$ cat src/rtl/audio_frame_sequencer.sv
// audio_frame_sequencer: bit/slot position counters for a serial audio frame.
// Advances one position per BitTick. In master mode it free-runs; in slave mode it
// follows LRCLKIn edges. It issues the word-load (Ld), per-slot capture (En) and
// frame (NewFrame) strobes. Slave-mode misalignment raises a sticky SyncErr flag.
module audio_frame_sequencer #(
    parameter int WORD_BITS    = 32,
    parameter int SLOTS        = 2,
    parameter int CAPTURE_BIT  = 25,
    parameter int NEWFRAME_BIT = 26,
    parameter int DELAY        = 1,
    localparam int BW = $clog2(WORD_BITS),
    localparam int SW = (SLOTS > 2) ? $clog2(SLOTS) : 1
) (
    input  logic             Clk,
    input  logic             nReset,
    input  logic             BitTick,
    input  logic             Enable,
    input  logic             Mode,
    input  logic             LRCLKIn,
    output logic             LRCLK,
    output logic [BW-1:0]    BitCount,
    output logic [SW-1:0]    Slot,
    output logic             Ld,
    output logic [SLOTS-1:0] En,
    output logic             NewFrame,
    output logic             SyncErr
);

    typedef enum logic [1:0] {
        IDLE = 2'd0,
        HUNT = 2'd1,
        RUN  = 2'd2
    } state_t;

    localparam logic [BW-1:0] LAST_BIT  = BW'(WORD_BITS - 1);
    localparam logic [BW-1:0] CAP_BIT   = BW'(CAPTURE_BIT);
    localparam logic [BW-1:0] NF_BIT    = BW'(NEWFRAME_BIT);
    localparam logic [SW-1:0] LAST_SLOT = SW'(SLOTS - 1);
    localparam logic [SW-1:0] HALF_SLOT = SW'(SLOTS / 2);

    state_t           state_r;
    logic             mode_r;      // Mode latched when leaving IDLE
    logic             first_r;     // master: next tick loads (0,0)
    logic [DELAY:0]   line_r;      // tick-sampled LRCLKIn, [0] newest

    logic [DELAY+1:0] chain_s;
    logic             fall_s;
    logic             rise_s;
    logic             update_s;
    logic             mis_s;
    logic [BW-1:0]    nat_bc_s;
    logic [SW-1:0]    nat_slot_s;
    logic [BW-1:0]    new_bc_s;
    logic [SW-1:0]    new_slot_s;

    // One-hot capture strobe for the slot being entered
    function automatic logic [SLOTS-1:0] capture_strobe(input logic [BW-1:0] bc,
                                                        input logic [SW-1:0] slot);
        logic [SLOTS-1:0] v;
        if (bc == CAP_BIT) begin
            v = SLOTS'(1'b1) << slot;
        end else begin
            v = {SLOTS{1'b0}};
        end
        return v;
    endfunction

    // Edge recognition on the sample line plus natural/forced next position
    always_comb begin
        chain_s = {line_r, LRCLKIn};
        // edge between the two oldest stages once the current sample is shifted in
        fall_s  = mode_r & chain_s[DELAY+1] & ~chain_s[DELAY];
        rise_s  = mode_r & ~chain_s[DELAY+1] & chain_s[DELAY];

        if (BitCount == LAST_BIT) begin
            nat_bc_s   = {BW{1'b0}};
            nat_slot_s = Slot + SW'(1'b1);
        end else begin
            nat_bc_s   = BitCount + BW'(1'b1);
            nat_slot_s = Slot;
        end

        mis_s = 1'b0;
        if ((state_r != RUN) || first_r) begin
            new_bc_s   = {BW{1'b0}};
            new_slot_s = {SW{1'b0}};
        end else if (fall_s) begin
            new_bc_s   = {BW{1'b0}};
            new_slot_s = {SW{1'b0}};
            mis_s      = (nat_bc_s != {BW{1'b0}}) || (nat_slot_s != {SW{1'b0}});
        end else if (rise_s) begin
            new_bc_s   = {BW{1'b0}};
            new_slot_s = HALF_SLOT;
            mis_s      = (nat_bc_s != {BW{1'b0}}) || (nat_slot_s != HALF_SLOT);
        end else begin
            new_bc_s   = nat_bc_s;
            new_slot_s = nat_slot_s;
        end

        if (state_r == RUN) begin
            update_s = BitTick;
        end else if (state_r == HUNT) begin
            update_s = BitTick & fall_s;
        end else begin
            update_s = 1'b0;
        end
    end

    // Sequencer FSM with registered position, LRCLK, strobes and error flag
    always_ff @(posedge Clk or negedge nReset) begin
        if (!nReset) begin
            state_r  <= IDLE;
            mode_r   <= 1'b0;
            first_r  <= 1'b0;
            line_r   <= {(DELAY+1){1'b0}};
            LRCLK    <= 1'b0;
            BitCount <= {BW{1'b0}};
            Slot     <= {SW{1'b0}};
            Ld       <= 1'b0;
            En       <= {SLOTS{1'b0}};
            NewFrame <= 1'b0;
            SyncErr  <= 1'b0;
        end else if (!Enable) begin
            state_r  <= IDLE;
            mode_r   <= 1'b0;
            first_r  <= 1'b0;
            line_r   <= {(DELAY+1){1'b0}};
            LRCLK    <= 1'b0;
            BitCount <= {BW{1'b0}};
            Slot     <= {SW{1'b0}};
            Ld       <= 1'b0;
            En       <= {SLOTS{1'b0}};
            NewFrame <= 1'b0;
            SyncErr  <= 1'b0;
        end else begin
            Ld       <= 1'b0;
            En       <= {SLOTS{1'b0}};
            NewFrame <= 1'b0;
            case (state_r)
                IDLE: begin
                    mode_r  <= Mode;
                    first_r <= ~Mode;
                    state_r <= Mode ? HUNT : RUN;
                end
                HUNT: begin
                    if (BitTick && fall_s) begin
                        state_r <= RUN;
                    end
                end
                RUN: begin
                    if (BitTick) begin
                        first_r <= 1'b0;
                        if (mis_s) begin
                            SyncErr <= 1'b1;
                        end
                    end
                end
                default: state_r <= IDLE;
            endcase

            if (BitTick && mode_r && (state_r != IDLE)) begin
                line_r <= chain_s[DELAY:0];
            end

            if (update_s) begin
                BitCount <= new_bc_s;
                Slot     <= new_slot_s;
                LRCLK    <= (new_slot_s >= HALF_SLOT);
                Ld       <= (new_bc_s == {BW{1'b0}});
                En       <= capture_strobe(new_bc_s, new_slot_s);
                NewFrame <= (new_slot_s == LAST_SLOT) && (new_bc_s == NF_BIT);
            end
        end
    end

endmodule

$ cat config.mk
export PLATFORM = sky130hd
export DESIGN_NAME = audio_frame_sequencer
export DESIGN_NICKNAME = d
export VERILOG_FILES = /design/src/rtl/audio_frame_sequencer.sv
export SDC_FILE = /design/constraint.sdc
export NUM_CORES = 1
export LEC_CHECK = 0
export ABC_AREA = 1
export CELL_PAD_IN_SITES_DETAIL_PLACEMENT = 1
export CELL_PAD_IN_SITES_GLOBAL_PLACEMENT = 2
export CORE_ASPECT_RATIO = 1.25
export CORE_MARGIN = 5
export CORE_UTILIZATION = 31
export CTS_CLUSTER_SIZE = 24
export DETAILED_ROUTE_END_ITERATION = 10
export PLACE_DENSITY_LB_ADDON = 0.08
export SLEW_MARGIN = 0
export SYNTH_ARGS = -nofsm -noshare
export SYNTH_HDL_FRONTEND = slang
export SYNTH_SLANG_ARGS = --single-unit
$ cat constraint.sdc
create_clock -name Clk -period 3.21 [get_ports Clk]
set_input_delay 0.8025 -clock Clk [delete_from_list [all_inputs] [get_ports Clk]]
set_output_delay 0.8025 -clock Clk [all_outputs]
set_load 0.02 [all_outputs]
==> summary.md <==
| Metric | Value |
|---|---|
| Clock sink total | `17` |
| Final setup fails | `0` |
| Most used flip-flop cell after synthesis | `sky130_fd_sc_hd__dfrtp_1` |
| Max-cap violations | `0` |
| IO Count | `18` |
| Net Count, Synth | `132` |
| Worst relative slew slack | `46.4%` |
| Proportion of synthesized chip area in sequential cells | `44.2%` |
| Antenna violations before repair | `0` |
| CTS HTree Levels | `1` |
| Cell variety after synth | `24` |
| Most common cell in the netlist | `sky130_fd_sc_hd__nand2_1` |
| Setup repair after global routing missed its margin | `no` |
| Top cells by instance count after synthesis | `sky130_fd_sc_hd__nand2_1, sky130_fd_sc_hd__nor2_1, sky130_fd_sc_hd__dfrtp_1, sky130_fd_sc_hd__inv_1, sky130_fd_sc_hd__nand3_1` |
| Wire length of the first global-routing pass | `4.40 mm` |
| Layout cell share with drive strength beyond 1 | `12.6%` |
| Total routing usage reported by global routing | `13.4%` |
| Post-layout util | `40.1%` |
| Number of hold violations in the final report | `0` |
| Crit path required time | `2.41 ns` |
| Total wire length | `2.56 mm` |
| Clock tree from TritonCTS | `done` |
| Delay-heaviest family, CP | `buffers and inverters` |
| Total buffers and inverters traversed by the critical path | `1` |
| Detail Route Antenna Nets | `0` |
| Crit path cell chain | `clkdlybuf4s50_1` |
| Area contributors post-synth | `sky130_fd_sc_hd__dfrtp_1, sky130_fd_sc_hd__nand2_1, sky130_fd_sc_hd__nor2_1, sky130_fd_sc_hd__nand3_1, sky130_fd_sc_hd__inv_1` |
| Via count of the first global-routing pass | `966` |
| Drt drc | `0` |
| HPWL Detailed | `2.08 mm` |
| Crit path kind | `flop to output port` |
| Final clock skew | `0.00612 ns` |
| Total number of vias | `896` |
| Number of warnings printed during yosys synthesis | `0` |
| Clock insertion delay at the later pin of the skew report | `0.30 ns` |
| Post-synthesis async set-or-reset flop share | `100%` |
| Postcts setup bufs | `0` |
| Final count of pins violating max slew | `0` |
| Die footprint | `4320 um2` |
| CTS clk-pin slew, worst paths | `0.11 ns` |
| Post-detailed-route via-to-cell ratio | `5.01` |
| Bufs on Longest Clock Path | `2` |
| Internal | `0.293 mW` |
| Synthesized area per cell | `7.76 um2` |
| Switching power summed over all nets | `0.120 mW` |
| Routability-driven placement congestion ratio | `0.804` |
| Drt initial violations | `20` |
| Effective utilization at floorplan | `32.4%` |
| PD cells | `346 nW/um2` |
| Critical Path Sink Type | `output port` |
| Synth Instances | `124` |
| Pin count of the biggest net entering global routing | `18` |
| Result of the run | `finished, final reports clean` |
| Number of flops mapped to enable cells by yosys | `0` |
| Signed area change from the synthesized netlist to the final layout | `23.9%` |
| Type of element launching the critical path | `flop` |
| Kind of path behind the tightest hold check | `flop to flop` |
| Global route total overflow | `0` |
| Switching power share of the total | `29.1%` |
| Slew @ Worst Pin | `0.802 ns` |
| Arr. time, crit path | `1.42 ns` |
| Clock period minus final worst setup slack | `2.22 ns` |
| Final clock period utilization by the worst path | `69.2%` |
| Number of iterations in the first detailed-routing pass | `2` |
| Longest individual stage delay on the worst path | `0.65 ns` |
| Floorplan Core Area | `2970 um2` |
| Share of power burned in registers | `56.4%` |
| Combinational share of power | `14.8%` |
| Number of CTS-inserted buffers | `3` |
| Synth top area share | `44.2%` |
| Post-DR wirelength/cell | `14.3 um` |
| Floorplan row count | `22` |
| Leading area contributor after synthesis | `sky130_fd_sc_hd__dfrtp_1` |
| Reported leakage power | `0.586 nW` |
| Flop and latch count out of synthesis | `17` |
| Highest fanout seen on the critical path | `6` |
| Y dimension of the die | `72.3 um` |
| Hold Buf Count CTS | `0` |
| Antenna Cells | `0` |
| Total standard cell area after synthesis | `962 um2` |
| Worst-case vdd ir drop | `0.000196 V` |
| Number of buffers inserted by port buffering | `17` |
| Final TNS setup | `0 ns` |
| Slowest cell on crit path | `sky130_fd_sc_hd__clkdlybuf4s50_1` |
| Maximum operating frequency | `450 MHz` |
| Chip width | `59.8 um` |
| Clk root buf | `sky130_fd_sc_hd__clkbuf_4` |
| Number of instances resized during post-cts repair | `0` |
| Relative contribution of the clock network to total power | `28.9%` |
| Final Net Count | `152` |
[logic make-up after synthesis]
group	Yosys count	share of synthesized area (%)
xor gates and xnor gates	1	0.910
buffers and inverters	20	8.19
and+or+nand+nor	70	36.3
DFF	17	44.2
adders and majority gates	2	2.60
AOI/OAI and AO/OA	14	7.80
[flip-flops by register name, summed over array words and instances, names as in the netlist]
signal	cells
SyncErr	1
line_r	2
Ld	1
first_r	1
NewFrame	1
LRCLK	1
En	2
mode_r	1
BitCount	5
state_r	2
[final cells by class]
cell class / instances / area (um2)
fillers: 373 / 1780
flip-flops and latches: 17 / 425
repair buffers: 17 / 170
multi-input cells: 87 / 458
inverters: 18 / 67.6
clock buffers: 4 / 26.3
well taps: 36 / 45.0
[power groups by stage]
stage	sequential (mW)	clock, mW	combinational, mW
floorplan	0.236	0	0.0363
global placement	0.237	0	0.0613
detailed placement	0.237	0	0.0624
CTS	0.233	0.122	0.0627
global route	0.234	0.131	0.0699
finish	0.233	0.119	0.0610
[cell usage in the layout, fill, tap and decap left out, drive strengths merged, types with 3 or more instances in the layout]
cell / synthesis / layout
nand2: 25 / 25
nor2: 23 / 23
inv: 18 / 18
dfrtp: 17 / 17
clkdlybuf4s50: 0 / 17
nand3: 14 / 14
o21ai: 7 / 7
a21oi: 6 / 6
clkbuf: 1 / 4
nor3: 3 / 3
[layer usage]
metal,share of wire [%],vias up,wire length (um),track usage (%)
met3,3.4,8,86,2.49
li1,-,438,-,-
met5,0,-,0,0
met1,40,434,1020,14.5
met4,3.1,0,80,6.90
met2,54,16,1380,24.0
[path summary, 6_finish.rpt]
| path | end | depth (start not counted) | startpoint | slack, ns |
|---|---|---|---|---|
| max | BitCount[0] | 1 | BitCount[0]$_DFFE_PN0P_ | 0.99 |
| min | SyncErr$_DFFE_PN0P_ | 2 | SyncErr$_DFFE_PN0P_ | 0.53 |
| max reg2reg | SyncErr$_DFFE_PN0P_ | 13 | BitCount[0]$_DFFE_PN0P_ | 1.09 |
| min reg2reg | SyncErr$_DFFE_PN0P_ | 2 | SyncErr$_DFFE_PN0P_ | 0.53 |
| max in group asynchronous | state_r[0]$_DFFE_PN0P_ | 1 | nReset | 1.75 |
| min in group asynchronous | BitCount[0]$_DFFE_PN0P_ | 1 | nReset | 0.96 |
[through the flow]
stage	power, mW	area (um2)	worst slack, ns	std cells	hold slack [ns]
final	0.413	1190	0.988	179	0.529
after global routing	0.435	1190	0.901	179	0.560
after CTS	0.418	1190	0.980	179	0.534
after detailed placement	0.299	1170	0.880	175	0.519
after global placement	0.298	1170	0.923	175	0.531
after floorplan	0.273	962	1.36	124	0.507
No activity file was read; power rests on OpenSTA's default activity.
